[src/rtl/linearb_dbg_pkg.sv]
// Shared definitions for the lineArb deadlock reporting logic.
// Contents:
//   state_t       - reporter FSM states
//   IDX_W         - width of the reported monitor index
//   DEF_THRESHOLD - default persistence threshold in cycles
//   report_rec_t  - deadlock record (index, mask, timestamp) sized for the
//                   largest supported configuration; consumers slice it
package linearb_dbg_pkg;

    typedef enum logic [1:0] {
        S_MON    = 2'd0,
        S_REPORT = 2'd1,
        S_HELD   = 2'd2
    } state_t;

    localparam int IDX_W         = 5;
    localparam int DEF_THRESHOLD = 1024;
    localparam int MAX_MON       = 32;
    localparam int MAX_TS_W      = 64;

    typedef struct packed {
        logic [IDX_W-1:0]    idx;
        logic [MAX_MON-1:0]  mask;
        logic [MAX_TS_W-1:0] ts;
    } report_rec_t;

endpackage

[src/rtl/linearb_persist_cnt.sv]
// Saturating persistence counter for one deadlock monitor bit.
// Ports:
//   clock, reset - clock and synchronous active-high reset
//   clr          - restart the count from zero (wins over freeze)
//   freeze       - hold the count unchanged
//   inc          - monitor block bit; low restarts the count
//   qual         - count has reached THRESHOLD
module linearb_persist_cnt
    import linearb_dbg_pkg::*;
#(
    parameter int THRESHOLD = DEF_THRESHOLD,
    parameter int CNT_W     = 16
) (
    input  logic clock,
    input  logic reset,
    input  logic clr,
    input  logic freeze,
    input  logic inc,
    output logic qual
);

    localparam logic [CNT_W-1:0] SAT = CNT_W'(THRESHOLD);

    logic [CNT_W-1:0] cnt_r;

    // Count consecutive blocked cycles, saturating at the threshold.
    always_ff @(posedge clock) begin
        if (reset) begin
            cnt_r <= {CNT_W{1'b0}};
        end else if (clr) begin
            cnt_r <= {CNT_W{1'b0}};
        end else if (freeze) begin
            cnt_r <= cnt_r;
        end else if (inc) begin
            if (cnt_r == SAT) begin
                cnt_r <= cnt_r;
            end else begin
                cnt_r <= cnt_r + CNT_W'(1'b1);
            end
        end else begin
            cnt_r <= {CNT_W{1'b0}};
        end
    end

    assign qual = (cnt_r == SAT);

endmodule

[src/rtl/linearb_deadlock_reporter.sv]
// Qualifies HLS deadlock monitor block bits by persistence and reports one
// deadlock record over a valid/ready interface, then holds a sticky flag
// until software clears it.
// Ports:
//   clock, reset   - clock and synchronous active-high reset
//   block_in       - one block bit per deadlock monitor
//   clear          - single-cycle pulse: drop sticky state, restart detection
//   report_valid   - record available; report_ready accepts it
//   report_idx     - lowest qualified monitor index (zero-extended)
//   report_mask    - all monitors qualified when the record was captured
//   report_ts      - free-running timestamp at capture
//   deadlock_flag  - record accepted and not yet cleared
module linearb_deadlock_reporter
    import linearb_dbg_pkg::*;
#(
    parameter int NUM_MON   = 4,
    parameter int THRESHOLD = DEF_THRESHOLD,
    parameter int CNT_W     = 16,
    parameter int TS_W      = 32
) (
    input  logic               clock,
    input  logic               reset,
    input  logic [NUM_MON-1:0] block_in,
    input  logic               clear,
    output logic               report_valid,
    input  logic               report_ready,
    output logic [IDX_W-1:0]   report_idx,
    output logic [NUM_MON-1:0] report_mask,
    output logic [TS_W-1:0]    report_ts,
    output logic               deadlock_flag
);

    state_t              state_r;
    logic [TS_W-1:0]     ts_r;
    logic [NUM_MON-1:0]  qual_s;
    logic [IDX_W-1:0]    low_idx_s;
    logic                freeze_s;

    // Counters only track persistence while watching for a new deadlock.
    assign freeze_s = (state_r != S_MON);

    for (genvar g = 0; g < NUM_MON; g++) begin : g_cnt
        linearb_persist_cnt #(
            .THRESHOLD (THRESHOLD),
            .CNT_W     (CNT_W)
        ) u_cnt (
            .clock  (clock),
            .reset  (reset),
            .clr    (clear),
            .freeze (freeze_s),
            .inc    (block_in[g]),
            .qual   (qual_s[g])
        );
    end

    // Free-running timestamp; only reset clears it, so records stay ordered across clears.
    always_ff @(posedge clock) begin
        if (reset) begin
            ts_r <= {TS_W{1'b0}};
        end else begin
            ts_r <= ts_r + TS_W'(1'b1);
        end
    end

    // Lowest-index priority encoder: scan downward so the lowest set bit wins.
    always_comb begin
        low_idx_s = {IDX_W{1'b0}};
        for (int i = NUM_MON - 1; i >= 0; i--) begin
            if (qual_s[i]) begin
                low_idx_s = IDX_W'(i);
            end else begin
                low_idx_s = low_idx_s;
            end
        end
    end

    // Reporter FSM with registered record and status outputs.
    always_ff @(posedge clock) begin
        if (reset || clear) begin
            state_r       <= S_MON;
            report_valid  <= 1'b0;
            report_idx    <= {IDX_W{1'b0}};
            report_mask   <= {NUM_MON{1'b0}};
            report_ts     <= {TS_W{1'b0}};
            deadlock_flag <= 1'b0;
        end else begin
            case (state_r)
                S_MON: begin
                    if (|qual_s) begin
                        state_r      <= S_REPORT;
                        report_valid <= 1'b1;
                        report_idx   <= low_idx_s;
                        report_mask  <= qual_s;
                        report_ts    <= ts_r;
                    end else begin
                        state_r <= S_MON;
                    end
                end
                S_REPORT: begin
                    if (report_ready) begin
                        state_r       <= S_HELD;
                        report_valid  <= 1'b0;
                        deadlock_flag <= 1'b1;
                    end else begin
                        state_r <= S_REPORT;
                    end
                end
                S_HELD: begin
                    state_r <= S_HELD;
                end
                default: begin
                    state_r       <= S_MON;
                    report_valid  <= 1'b0;
                    deadlock_flag <= 1'b0;
                end
            endcase
        end
    end

endmodule

[config.mk]
export PLATFORM = sky130hd
export DESIGN_NAME = linearb_deadlock_reporter
export DESIGN_NICKNAME = d
export VERILOG_FILES = /design/src/rtl/linearb_dbg_pkg.sv /design/src/rtl/linearb_persist_cnt.sv /design/src/rtl/linearb_deadlock_reporter.sv
export SDC_FILE = /design/constraint.sdc
export NUM_CORES = 1
export LEC_CHECK = 0
export BUFFER_PORTS_ARGS = -buffer_cell sky130_fd_sc_hd__buf_4
export CORE_MARGIN = 2
export CORE_UTILIZATION = 56
export CTS_BUF_LIST = sky130_fd_sc_hd__clkbuf_4 sky130_fd_sc_hd__clkbuf_8
export DETAILED_ROUTE_END_ITERATION = 8
export PLACE_DENSITY = 0.87
export SLEW_MARGIN = 20
export SYNTH_ARGS = -nofsm -noshare
export SYNTH_HDL_FRONTEND = slang
export SYNTH_SLANG_ARGS = --single-unit
[constraint.sdc]
create_clock -name clock -period 1.76 [get_ports clock]
set_input_delay 0.352 -clock clock [delete_from_list [all_inputs] [get_ports clock]]
set_output_delay 0.352 -clock clock [all_outputs]
set_load 0.02 [all_outputs]
==> impl_results.rst <==
.. list-table::
   :header-rows: 1

   * - Metric
     - Value
   * - Outcome
     - finished with violations
   * - Failing checks
     - negative setup slack
   * - CTS buffer count
     - 17
   * - Seq cells post-synth
     - 138
   * - Top cell type by total area after synthesis
     - sky130_fd_sc_hd__dfxtp_1
   * - Maximum clock rate
     - ~530 MHz
   * - Gr usage total
     - 0.297
   * - Kind of launch point of the worst setup path
     - flop
   * - Initial core utilization
     - 0.574
   * - Area of the die
     - between 10000 and 15000 um2
   * - Clock tree from TritonCTS
     - built
   * - Die outline width
     - about 110 um
   * - Total power of the final layout
     - around 6000 uW
   * - Kind of cell with the highest combined delay on the critical path
     - simple AND/OR/NAND/NOR gates
   * - Crit share post-route
     - 1.08
   * - Largest net degree at the start of global routing
     - 25
   * - Power density over cell area
     - roughly 730 nW/um2
   * - Number of antenna violations at the first check in global routing
     - 0
   * - Reported max-cap violation count
     - 0
   * - Count of flip-flops with a built-in enable after synthesis
     - 0
   * - Chip height
     - roughly 110 um
   * - Share of the yosys chip area belonging to registers
     - 0.444
   * - HPWL after DPL
     - around 11000 um
   * - Count of buffers from port buffering
     - 47
   * - Cell-by-cell trace of the critical path
     - nor4_1 -> nand4_1 -> buf_6 -> nand4_4 -> buf_12 -> nand3_1 -> a21oi_1
   * - Static power due to leakage
     - around 0.0032 uW
   * - Number of levels in the clock H-tree
     - 4
   * - Post-route cell area
     - about 8200 um2
   * - Drt first pass iters
     - 8
   * - Proportion of layout cells with a drive suffix above 1
     - 0.327
   * - Seq pwr share
     - 0.525
   * - Cell internal power dissipation
     - between 4000 and 5000 uW
   * - CP required
     - about 2100 ps
   * - Post-place setup slack
     - -144 ps
   * - Number of DRC markers after the initial detailed-route iteration
     - between 500 and 600
   * - First-pass GRT wire length
     - approximately 28000 um
   * - Count of hold buffers inserted by post-cts repair
     - 0
   * - Number of buffers on the longest clock path
     - 2
   * - Worst-case clock skew
     - ~11 ps
   * - Number of cells after detailed placement
     - 962
   * - Hold Vio Cnt, Final
     - 0
   * - Max VDD drop
     - between 0.0006 and 0.0007 V
   * - PnR worst setup slack
     - -133 ps
   * - Crit path kind
     - reg -> reg
   * - Critical path data arrival time
     - around 2300 ps
   * - Worst min-delay path class
     - in -> reg
   * - Post-synthesis cell count
     - just over 700
   * - Clock latency at the later pin of the worst-skew pair
     - between 400 and 500 ps
   * - Proportion of netlist area held by the largest area contributor
     - 0.444
   * - Switching Fraction
     - 0.236
   * - Number of global-route vias before repair
     - ~6.1k
   * - Top cells by area, synth
     - sky130_fd_sc_hd__dfxtp_1 (44%), sky130_fd_sc_hd__xor2_1 (7.0%), sky130_fd_sc_hd__nor2_1 (6.0%)
   * - Syn avg cell area
     - 8.60 um2
   * - Number of rows in the core area
     - 38
   * - Endpoint kind of the worst setup timing path
     - flop
   * - Count of different cell masters after synthesis
     - 51
   * - Number of fillers in the final layout
     - around 660
   * - Cell Count, Final, Fillers Out
     - between 1k and 1.5k
   * - CP peak stage delay
     - 380 ps
   * - Reg clk slew, reported paths
     - 80 ps
   * - Cell with the largest stage delay on the worst path
     - sky130_fd_sc_hd__nor4_1
   * - Main synth FF type
     - sky130_fd_sc_hd__dfxtp_1
   * - Number of setup violations in the final report
     - 41
   * - Area added between synthesis and finish
     - 32.0%
   * - Largest fanout on the critical path
     - 11
   * - DR DRC count
     - 0
   * - Boundary pin count
     - between 50 and 60
   * - Clock root cell
     - sky130_fd_sc_hd__clkbuf_8
   * - Antenna diodes
     - 0
   * - Via-to-Cell Ratio
     - 6.15
   * - Overall via count from detail_route
     - 6203
   * - Antenna-violating nets left
     - 0
   * - RSZ-0062 raised after global routing
     - yes
   * - Post-synthesis async set-or-reset flop share
     - 0
   * - Area of the mapped netlist
     - a little over 6000 um2
   * - DR WL/cell
     - ~19 um
   * - Sw Pwr
     - 1420 uW
   * - Clock group share of total power
     - 0.447
   * - Final hold slack
     - 93.6 ps
   * - Overall overflow remaining after global route
     - 0
   * - Total clock sinks
     - roughly 140
   * - Final weighted congestion in routability-driven placement
     - 0.868
   * - Floorplan Core Area
     - around 11000 um2
   * - Buffers plus inverters on the worst setup path
     - 2
   * - Post-Route WL
     - 18800 um
   * - Comb power frac
     - 0.028
   * - Placement-stage cell area
     - a little over 7000 um2
   * - Tmin final
     - between 1500 and 2000 ps
   * - Number of synthesis warnings
     - 0
   * - NumNets Final
     - about 870
   * - Max Slew Vio Count
     - 0
-- what timing repair did --
item,4_1_cts,5_1_grt
setup endpoints to repair,42,62
cloned,3,1
resized for setup,27,100
setup buffers,8,6
pin swaps,5,27
-- metal layers --
metal,global-route usage,part of all wire,routed length [um]
met5,0,0,0
met4,0.169,0.042,792
met3,0.0646,0.057,1080
met2,0.544,0.53,9890
met1,0.311,0.37,7030
-- registers in the layout, summed over array words and instances (netlist names) --
register / flops
report_mask: 4
report_valid: 1
report_ts: 32
report_idx: 2
state_r: 2
g_cnt.u_cnt.cnt_r: 64
ts_r: 32
deadlock_flag: 1
-- cell type report --
type | count | area [um2] | area share
inverters | 16 | 60.1 | 0.00732
multi-input cells | 537 | 3620 | 0.441
clock buffers | 21 | 283 | 0.0345
flip-flops and latches | 138 | 2780 | 0.338
well taps | 140 | 175 | 0.0213
repair buffers | 147 | 1170 | 0.143
clock inverters | 10 | 119 | 0.0145
-- synth_stat cells (all sizes together), types with 2 or more instances --
cell type,number
or2,4
or3b,4
inv,16
and3,20
nand2b,4
buf,13
o21ai,50
nor2b,4
and2,3
a31oi,2
nor4b,8
xor2,50
o22ai,3
mux2,2
or4,5
and4,10
nor3,14
nor4,11
nand3,70
dfxtp,138
nand2,41
a21oi,50
xnor2,25
or3,3
clkbuf,24
nand3b,5
nand4,28
ha,9
nor2,99
-- power groups by stage --
stage / logic [uW] / clock network [uW] / registers [uW]
6_report: 169 / 2680 / 3140
5_1_grt: 183 / 2800 / 3140
4_1_cts: 152 / 2630 / 3140
3_5_place_dp: 145 / 0 / 3210
3_3_place_gp: 138 / 0 / 3210
2_1_floorplan: 88.9 / 0 / 3210
-- path summary, 6_finish.rpt --
| check | startpoint | endpoint | slack [ps] | depth (start not counted) |
|---|---|---|---|---|
| setup / recovery | g_cnt[2].u_cnt.cnt_r[2] | report_ts[16] | -130 | 7 |
| hold / removal | report_ready | state_r[0] | 90 | 2 |
| setup reg to reg | g_cnt[2].u_cnt.cnt_r[2] | report_ts[16] | -130 | 7 |
| hold reg to reg | report_ts[22] | report_ts[22] | 460 | 2 |
-- per-stage QoR --
stage           util  setup TNS (ps)
6_report       0.757           -1900
5_1_grt        0.757           -8070
4_1_cts        0.728               0
3_5_place_dp   0.669           -3450
3_3_place_gp   0.669               0
2_1_floorplan      -               0
-- kinds of logic after synthesis --
family	share of synthesized area
other	0.000603
adder cells (fa/ha/maj)	0.0181
AND/OR/NAND/NOR	0.295
flip-flops	0.444
XOR/XNOR	0.106
multiplexers	0.00523
AO/OA/AOI/OAI	0.0932
buffers and inverters	0.0374
-- cells in the final DEF (no fill, tap or decap), drive strengths merged, types with 20 or more instances in the layout --
master and n:
xor2 50, a21oi 50, dfxtp 138, nand2 41, xnor2 25, and3 20
buf 147, nand3 70, clkbuf 21, nor2 99, nand4 28, o21ai 50
Note: power is estimated with default switching activity, not from simulation.
